==> config.mk <==
export PLATFORM = sky130hd
export DESIGN_NAME = mod_updown_counter
export DESIGN_NICKNAME = d
export VERILOG_FILES = /design/src/rtl/mod_counter_pkg.sv /design/src/rtl/mod_counter_prescaler.sv /design/src/rtl/mod_updown_counter.sv
export SDC_FILE = /design/constraint.sdc
export NUM_CORES = 1
export LEC_CHECK = 0
export CAP_MARGIN = 25
export CORE_AREA = 4 4 57 59
export CTS_CLUSTER_DIAMETER = 40
export DETAILED_ROUTE_END_ITERATION = 16
export DIE_AREA = 0 0 61 63
export PLACE_DENSITY = 0.79
export SKIP_CTS_REPAIR_TIMING = 1
export SLEW_MARGIN = 15
export SYNTH_ARGS = -nofsm -noshare
export SYNTH_HDL_FRONTEND = slang
export SYNTH_SLANG_ARGS = --single-unit
export TNS_END_PERCENT = 1
==> constraint.sdc <==
create_clock -name clk -period 4 [get_ports clk]
set_clock_uncertainty 0.15 [all_clocks]
set_input_delay 1.2 -clock clk [delete_from_list [all_inputs] [get_ports clk]]
set_output_delay 1.2 -clock clk [all_outputs]
set_load 0.01 [all_outputs]
==> src/rtl/mod_counter_pkg.sv <==
// Shared constants for the modulo up/down counter and its prescaler.
package mod_counter_pkg;

    localparam logic DIR_UP   = 1'b1;
    localparam logic DIR_DOWN = 1'b0;

    localparam int MODE_WRAP = 0;
    localparam int MODE_SAT  = 1;

    localparam int PRESCALE_W = 16;

endpackage

==> src/rtl/mod_counter_prescaler.sv <==
// Step prescaler: counts enabled cycles 0..PRESCALE-1, tick is combinational on the last one.
// Holds while enable is low; sync_clr returns the phase to 0. No backpressure.
module mod_counter_prescaler
    import mod_counter_pkg::*;
#(
    parameter int PRESCALE = 1
) (
    input  logic clk,
    input  logic reset,
    input  logic enable,
    input  logic sync_clr,
    output logic tick
);

    localparam logic [PRESCALE_W-1:0] LAST = PRESCALE_W'(PRESCALE - 1);

    logic [PRESCALE_W-1:0] pre_q;
    logic [PRESCALE_W-1:0] pre_d;

    assign tick = enable & ~sync_clr & (pre_q == LAST);

    always_comb begin
        pre_d = pre_q;
        if (sync_clr) begin
            pre_d = '0;
        end else if (enable) begin
            pre_d = (pre_q == LAST) ? '0 : pre_q + PRESCALE_W'(1);
        end
    end

    always_ff @(posedge clk or posedge reset) begin
        if (reset) begin
            pre_q <= '0;
        end else begin
            pre_q <= pre_d;
        end
    end

endmodule

==> src/rtl/mod_updown_counter.sv <==
// Modulo up/down counter with clear, clamped load, wrap/saturate; count and wrap registered (latency 1).
// Optional step prescaler under MOD_COUNTER_PRESCALE_EN. No backpressure: every enabled edge is honoured.
module mod_updown_counter
    import mod_counter_pkg::*;
#(
    parameter int               WIDTH    = 12,
    parameter logic [WIDTH-1:0] MAX_VAL  = '1,
    parameter int               SATURATE = MODE_WRAP,
    parameter int               PRESCALE = 1
) (
    input  logic             clk,
    input  logic             reset,
    input  logic             enable,
    input  logic             dir,
    input  logic             clear,
    input  logic             load,
    input  logic [WIDTH-1:0] load_val,
    output logic [WIDTH-1:0] count,
    output logic             wrap,
    output logic             at_max,
    output logic             at_zero
);

    localparam logic [WIDTH-1:0] ONE = WIDTH'(1);

    logic [WIDTH-1:0] count_q;
    logic [WIDTH-1:0] count_d;
    logic             wrap_q;
    logic             wrap_d;
    logic             tick;

`ifdef MOD_COUNTER_PRESCALE_EN
    mod_counter_prescaler #(
        .PRESCALE (PRESCALE)
    ) u_prescaler (
        .clk      (clk),
        .reset    (reset),
        .enable   (enable),
        .sync_clr (clear | load),
        .tick     (tick)
    );
`else
    // PRESCALE has no effect without the prescaler.
    logic unused_prescale;
    assign unused_prescale = ^PRESCALE;
    assign tick            = 1'b1;
`endif

    always_comb begin
        count_d = count_q;
        wrap_d  = 1'b0;
        if (clear) begin
            count_d = '0;
        end else if (load) begin
            count_d = (load_val > MAX_VAL) ? MAX_VAL : load_val;
        end else if (enable && tick) begin
            // Bounds are tested before the arithmetic so MAX_VAL below 2**WIDTH-1 wraps correctly.
            if (dir == DIR_UP) begin
                if (count_q == MAX_VAL) begin
                    if (SATURATE == MODE_WRAP) begin
                        count_d = '0;
                        wrap_d  = 1'b1;
                    end
                end else begin
                    count_d = count_q + ONE;
                end
            end else begin
                if (count_q == '0) begin
                    if (SATURATE == MODE_WRAP) begin
                        count_d = MAX_VAL;
                        wrap_d  = 1'b1;
                    end
                end else begin
                    count_d = count_q - ONE;
                end
            end
        end
    end

    always_ff @(posedge clk or posedge reset) begin
        if (reset) begin
            count_q <= '0;
            wrap_q  <= 1'b0;
        end else begin
            count_q <= count_d;
            wrap_q  <= wrap_d;
        end
    end

    assign count   = count_q;
    assign wrap    = wrap_q;
    assign at_max  = (count_q == MAX_VAL);
    assign at_zero = (count_q == '0);

endmodule
==> summary.md, run 1 <==
| Metric | Value |
|---|---|
| Status | `completed` |
| P_int | `between 200 and 300 µW` |
| Port Buffers | `32` |
| Reg power frac | `0.393` |
| Gr usage total | `0.2230` |
| #FFs+latches synth | `13` |
| CTS tree | `yes` |
| HPWL Detailed | `between 3000 and 4000 µm` |
| Layout Utilization | `0.6265` |
| Final net count | `~230` |
| Net Switching | `between 150 and 200 µW` |
| Core area | `roughly 2700 µm²` |
| Vias in the first global route | `1446` |
| Design Power | `between 400 and 500 µW` |
| Commonest non-fill, non-tap cells in the layout | `clkdlybuf4s50_1 (32), nand2_1 (23), a21oi_1 (19)` |
| Wire per inst | `between 15 and 20 µm` |
| Hold Violations, Final | `0` |
| Max Root-Sink Buffers | `2` |
| Clock transition at the registers of the reported paths | `0.08 ns` |
| Max Freq | `0.2738 GHz` |
| # IOs | `33` |
| Most common cell after layout, fill and taps aside | `clkdlybuf4s50_1` |
| Syn Nets | `~200` |
| Initial Util | `0.5074` |
| Post-synth top area cell | `dfrtp_1` |
| First-pass GRT wire length | `between 6000 and 7000 µm` |
| Post-synth cell types | `56` |
| Worst VDD drop | `just under 0.2 mV` |
| Worst hold path class | `flip-flop to flip-flop` |
| DRC | `0` |
| CP endpoint kind | `output port` |
| Syn Inst Count | `181` |
| Worst skew pair latency | `between 0.2 and 0.3 ns` |
| Initial antenna violation count | `0` |
| Sw Share | `0.3907` |
| Post-synth EDFFs | `0` |
| Placed Instances | `230` |
| Overflow after GRT | `0` |
| DR pass1 iterations | `4` |
| Share of cells above drive strength 1 | `0.08867` |
| RSZ-0062 raised after global routing | `no` |
| Synthesized area | `1375 µm²` |
| DR vias/cell | `about 6.5` |
| PwrDens | `roughly 260 nW/µm²` |
| WHS | `~0.55 ns` |
| LEAKAGE | `just over 0.6 nW` |
| Chip Width | `a little over 60 µm` |
| Crit-path max FO | `10` |
| Yosys top cell area share | `0.2366` |
| Row count | `19` |
| Area delta synth->final | `23.48%` |
| Final wirelength | `about 4100 µm` |
| WP data required | `2.65 ns` |
| Die Area | `between 3000 and 4000 µm²` |
| Sum Neg Setup Slack | `0 ns` |
| Async set-reset flop share out of synthesis | `1.000` |
| Synth top area cells | `dfrtp_1 (24%), a21oi_1 (6.9%), nand2_1 (6.3%), o21ai_0 (3.3%), nor2_1 (3.3%)` |
| CP Launch Type | `flip-flop` |
| Period utilization | `0.9131` |
| R2R Setup Slk | `between 1.5 and 2 ns` |
| DRT iter0 DRCs | `between 90 and 100` |
| Max-slew violations | `0` |
| Seq/Total Area, Yosys | `0.2366` |
| Num CTS Buffers | `3` |
| Final cell count without fillers | `around 230` |
| Setup Crit Path Kind | `flip-flop to output port` |
| Max-slew headroom | `0.5723` |
| Vias | `1523` |
| Most used DFF post-synth | `dfrtp_1` |
| Crit path arrival time | `approximately 2.3 ns` |
| H-Tree Depth | `1` |
| Syn_area_per_cell | `roughly 7.6 µm²` |
| Max_cap viols | `0` |
| Largest net degree at the start of global routing | `19` |
| Combinational power share | `0.403` |
| GPL Wtd Cong | `between 0.9 and 1` |
| Synth Warn # | `0` |
| Root buffer cell | `clkbuf_4` |
| Antenna-violating nets left | `0` |
| Clock power frac | `0.204` |
| Clock Sinks | `13` |
| Ant diodes | `0` |
| Die H | `63 µm` |
| Minimum clock period after layout | `about 3.7 ns` |
| Setup violators final | `0` |
| Actual slew at the worst max-slew pin | `about 0.64 ns` |
area by class of cell:
cell class                      instances  area, µm²
Fill cell                             270       1012
Sequential cell                        13      325.3
Multi-Input combinational cell        143      938.4
Timing Repair Buffer                   34      335.3
Inverter                                9      33.78
Tap cell                               31      38.79
Clock buffer                            4      26.28
synthesized netlist by cell type, types with 2 or more instances:
cell type / number
a21oi_1: 19
a22oi_1: 2
dfrtp_1: 13
nand2_1: 23
or3_1: 3
o21ai_0: 9
clkbuf_1: 11
mux2i_1: 3
o32ai_1: 2
nand3_2: 2
o22ai_1: 3
nor3_1: 7
o2111ai_1: 2
o21a_1: 2
nor3_2: 4
ha_1: 3
nor3b_1: 4
inv_1: 8
nand3_1: 2
nor4_2: 2
a211oi_1: 2
a41oi_1: 2
o31ai_1: 2
buf_6: 2
nand4_1: 3
nor4_1: 2
xnor2_1: 4
nor2_1: 12
stage by stage:
stage	cell area (µm²)	setup WS (ns)
after global placement	1672	0.7291
after CTS	1698	0.3485
after detailed placement	1672	0.6862
after global routing	1698	0.1531
final	1698	0.3475
after floorplan	1375	1.212
critical path, cell delays in order (launching register included):
cell	delay [ns]
dfrtp_1	0.51
inv_1	0.13
ha_1	0.15
nor4b_4	0.37
nand4_1	0.23
inv_1	0.09
clkdlybuf4s50_1	0.53
registers in the layout, indices dropped and copies added, names as in the netlist:
register  count
count        12
wrap          1
cell families (layout without fill, tap and decap cells):
kind of cell,Yosys count,count (layout),synth area share
XOR/XNOR,5,5,0.03185
buffers and inverters,25,47,0.08097
multiplexers,3,3,0.02184
adder cells (fa/ha/maj),3,3,0.02730
AO/OA/AOI/OAI,57,57,0.2702
AND/OR/NAND/NOR,75,75,0.3312
flip-flops,13,13,0.2366
layer usage:
layer,up-vias,GRT usage,wire [µm],part of all wire
li1,714,-,-,-
met2,75,0.3316,1893,0.47
met5,-,0,0,0
met4,0,0.09214,105,0.026
met3,13,0.03512,257,0.063
met1,721,0.3133,1794,0.44
final timing paths:
check / from / endpoint / cells after the start
setup / recovery: count[0] / at_zero / 6
hold reg to reg: count[0] / count[0] / 2
setup reg to reg: count[0] / count[1] / 7
max in group asynchronous: reset / count[2] / 2
min in group asynchronous: reset / count[4] / 2
hold / removal: count[0] / count[0] / 2
power by group through the flow:
stage / Sequential, mW / Clock, mW / Combinational, mW
6_report: 0.170 / 0.0887 / 0.175
4_1_cts: 0.170 / 0.0918 / 0.174
2_1_floorplan: 0.160 / 0 / 0.124
5_1_grt: 0.174 / 0.0988 / 0.191
3_5_place_dp: 0.172 / 0 / 0.173
3_3_place_gp: 0.171 / 0 / 0.170
Note: power is estimated with default switching activity, not from simulation.
==> inputs of run 2 (changes only) <==
--- a/config.mk
+++ b/config.mk
@@ -6,11 +6,11 @@
 export NUM_CORES = 1
 export LEC_CHECK = 0
 export CAP_MARGIN = 25
-export CORE_AREA = 4 4 57 59
+export CORE_AREA = 4 4 58 60
 export CTS_CLUSTER_DIAMETER = 40
 export DETAILED_ROUTE_END_ITERATION = 16
-export DIE_AREA = 0 0 61 63
-export PLACE_DENSITY = 0.79
+export DIE_AREA = 0 0 62 64
+export PLACE_DENSITY = 0.77
 export SKIP_CTS_REPAIR_TIMING = 1
 export SLEW_MARGIN = 15
 export SYNTH_ARGS = -nofsm -noshare
==> summary.md, run 2 (synthesized netlist as in run 1, its figures left out) <==
| Metric | Value |
|---|---|
| Status | `completed` |
| Max-slew headroom | `0.5088 (-0.06357)` |
| Crit-path max cell delay | `0.62 ns (+0.09 ns)` |
| CTS tree | `yes` |
| Crit-path max FO | `10 (unchanged)` |
| Initial antenna violation count | `0 (unchanged)` |
| Port Buffers | `32 (unchanged)` |
| # IOs | `33 (unchanged)` |
| Die Area | `3968 µm² (+3.3%)` |
| Max Root-Sink Buffers | `2 (unchanged)` |
| Startpoint of the worst hold path | `count[0]` |
| Hold Violations, Final | `0 (unchanged)` |
| Wire per inst | `16.59 µm (-4.2%)` |
| Worst skew pair latency | `0.29 ns (about the same)` |
| Setup Crit Path Kind | `flip-flop to output port` |
| DR pass1 iterations | `4 (unchanged)` |
| Sum Neg Setup Slack | `0 ns (unchanged)` |
| Finished layout cell area | `1708 µm² (+0.59%)` |
| Root buffer cell | `clkbuf_4` |
| LEAKAGE | `0.6161 nW (+0.79%)` |
| Core area | `2928 µm² (+8.0%)` |
| Vias in the first global route | `1371 (-5.2%)` |
| CP endpoint kind | `output port` |
| Max-slew violations | `0 (unchanged)` |
| PwrDens | `252.7 nW/µm² (-1.2%)` |
| Initial Util | `0.4697 (-0.03773)` |
| Critical path's slowest cell | `clkdlybuf4s50_1` |
| Actual slew at the worst max-slew pin | `0.7346 ns (+0.09505 ns)` |
| DRC | `0 (unchanged)` |
| Chip Width | `62 µm (+1.6%)` |
| Ant diodes | `0 (unchanged)` |
| Worst VDD drop | `0.1846 mV (-5.1%)` |
| CP Launch Type | `flip-flop` |
| Clock Sinks | `13 (unchanged)` |
| Period utilization | `0.9270 (+0.01389)` |
| Row count | `20 (+1)` |
| Vias | `1476 (-3.1%)` |
| Max Freq | `0.2697 GHz (-1.5%)` |
| Layout Utilization | `0.5833 (-0.04317)` |
| Minimum clock period after layout | `3.708 ns (+0.05557 ns)` |
| Crit path arrival time | `2.36 ns (+0.06 ns)` |
| Largest net degree at the start of global routing | `26 (+7)` |
| WP data required | `2.65 ns (about the same)` |
| Clock transition at the registers of the reported paths | `0.09 ns (about the same)` |
| Max FFs per register | `12 (unchanged)` |
| Die H | `64 µm (+1.6%)` |
| Hold Crit Depth | `2 (unchanged)` |
| Critical path origin | `count[0]` |
| Gr usage total | `0.2095 (-0.01353)` |
| Share of cells above drive strength 1 | `0.09314 (+0.004467)` |
| DRT iter0 DRCs | `48 (-47%)` |
| HPWL Detailed | `2906 µm (-4.0%)` |
| R2R Path Start | `count[0]` |
| Overflow after GRT | `0 (unchanged)` |
| GPL Wtd Cong | `0.9668 (+5.0%)` |
| Antenna-violating nets left | `0 (unchanged)` |
| RSZ-0062 raised after global routing | `no` |
| Design Power | `431.5 µW (-0.60%)` |
| Area delta synth->final | `24.20%` |
| DR vias/cell | `6.228 (-4.3%)` |
| Commonest non-fill, non-tap cells in the layout | `clkdlybuf4s50_1 (32), nand2_1 (23), a21oi_1 (19)` |
| First-pass GRT wire length | `6292 µm (-5.1%)` |
| Num CTS Buffers | `3 (unchanged)` |
| Crit path cell chain | `ha_1 -> nand3_4 -> nor4_2 -> clkdlybuf4s50_1` |
| Setup violators final | `0 (unchanged)` |
| Max_cap viols | `0 (unchanged)` |
| Post-DP Area | `1682 µm² (+0.60%)` |
| H-Tree Depth | `1 (unchanged)` |
| Worst hold path class | `flip-flop to flip-flop` |
| Worst R2R Path Depth | `6 (-1)` |
| Most common cell after layout, fill and taps aside | `clkdlybuf4s50_1` |
| Total of fill cells in the finished design | `280 (+3.7%)` |
| Final wirelength | `3931 µm (-3.0%)` |
| Final net count | `226 (+0.44%)` |
## run 2: cell type report
type,instances,area [µm²],share of cell area
clock buffer,4,26.28,0.01538
timing repair buffer,35,342.8,0.2007
sequential,13,325.3,0.1905
tap,33,41.29,0.02418
multi-input combinational,143,938.4,0.5494
inverter,9,33.78,0.01978
## run 2: worst max-delay path: cells and delay by family, from the launching register on
family | cells | cell delay, ns
buffers and inverters | 1 | 0.62
AND/OR/NAND/NOR | 2 | 0.58
flip-flops | 1 | 0.54
adder cells (fa/ha/maj) | 1 | 0.32
## run 2: metal layers
metal  part of all wire  global-route usage  vias up
li1                   -                   -      718
met1               0.42              0.2880      689
met2               0.47              0.3238       60
met3              0.083             0.02626        9
met4              0.022             0.08223        0
met5                  0                   0        -
## run 2: worst paths after layout
check | end | slack [ns]
worst max register to register | count[7] | 1.75
worst min-delay path | count[0] | 0.55
min in group asynchronous | count[9] | 1.11
worst min register to register | count[0] | 0.55
worst max-delay path | at_max | 0.29
max in group asynchronous | count[3] | 2.20
## run 2: power breakdown
part / total [mW] / internal, mW / switching, mW
Clock: 0.0885 / 0.0388 / 0.0497
Combinational: 0.175 / 0.0859 / 0.0889
Sequential: 0.168 / 0.140 / 0.0277
Total: 0.432 / 0.265 / 0.166
## run 2: metrics by stage
step	setup WS (ns)	cells	hold WS (ns)
finish	0.2920	237	0.5521
global placement	0.7132	233	0.5084
detailed placement	0.6490	233	0.5353
CTS	0.3218	237	0.5468
floorplan	1.212	181	0.6023
global route	0.1597	237	0.5762
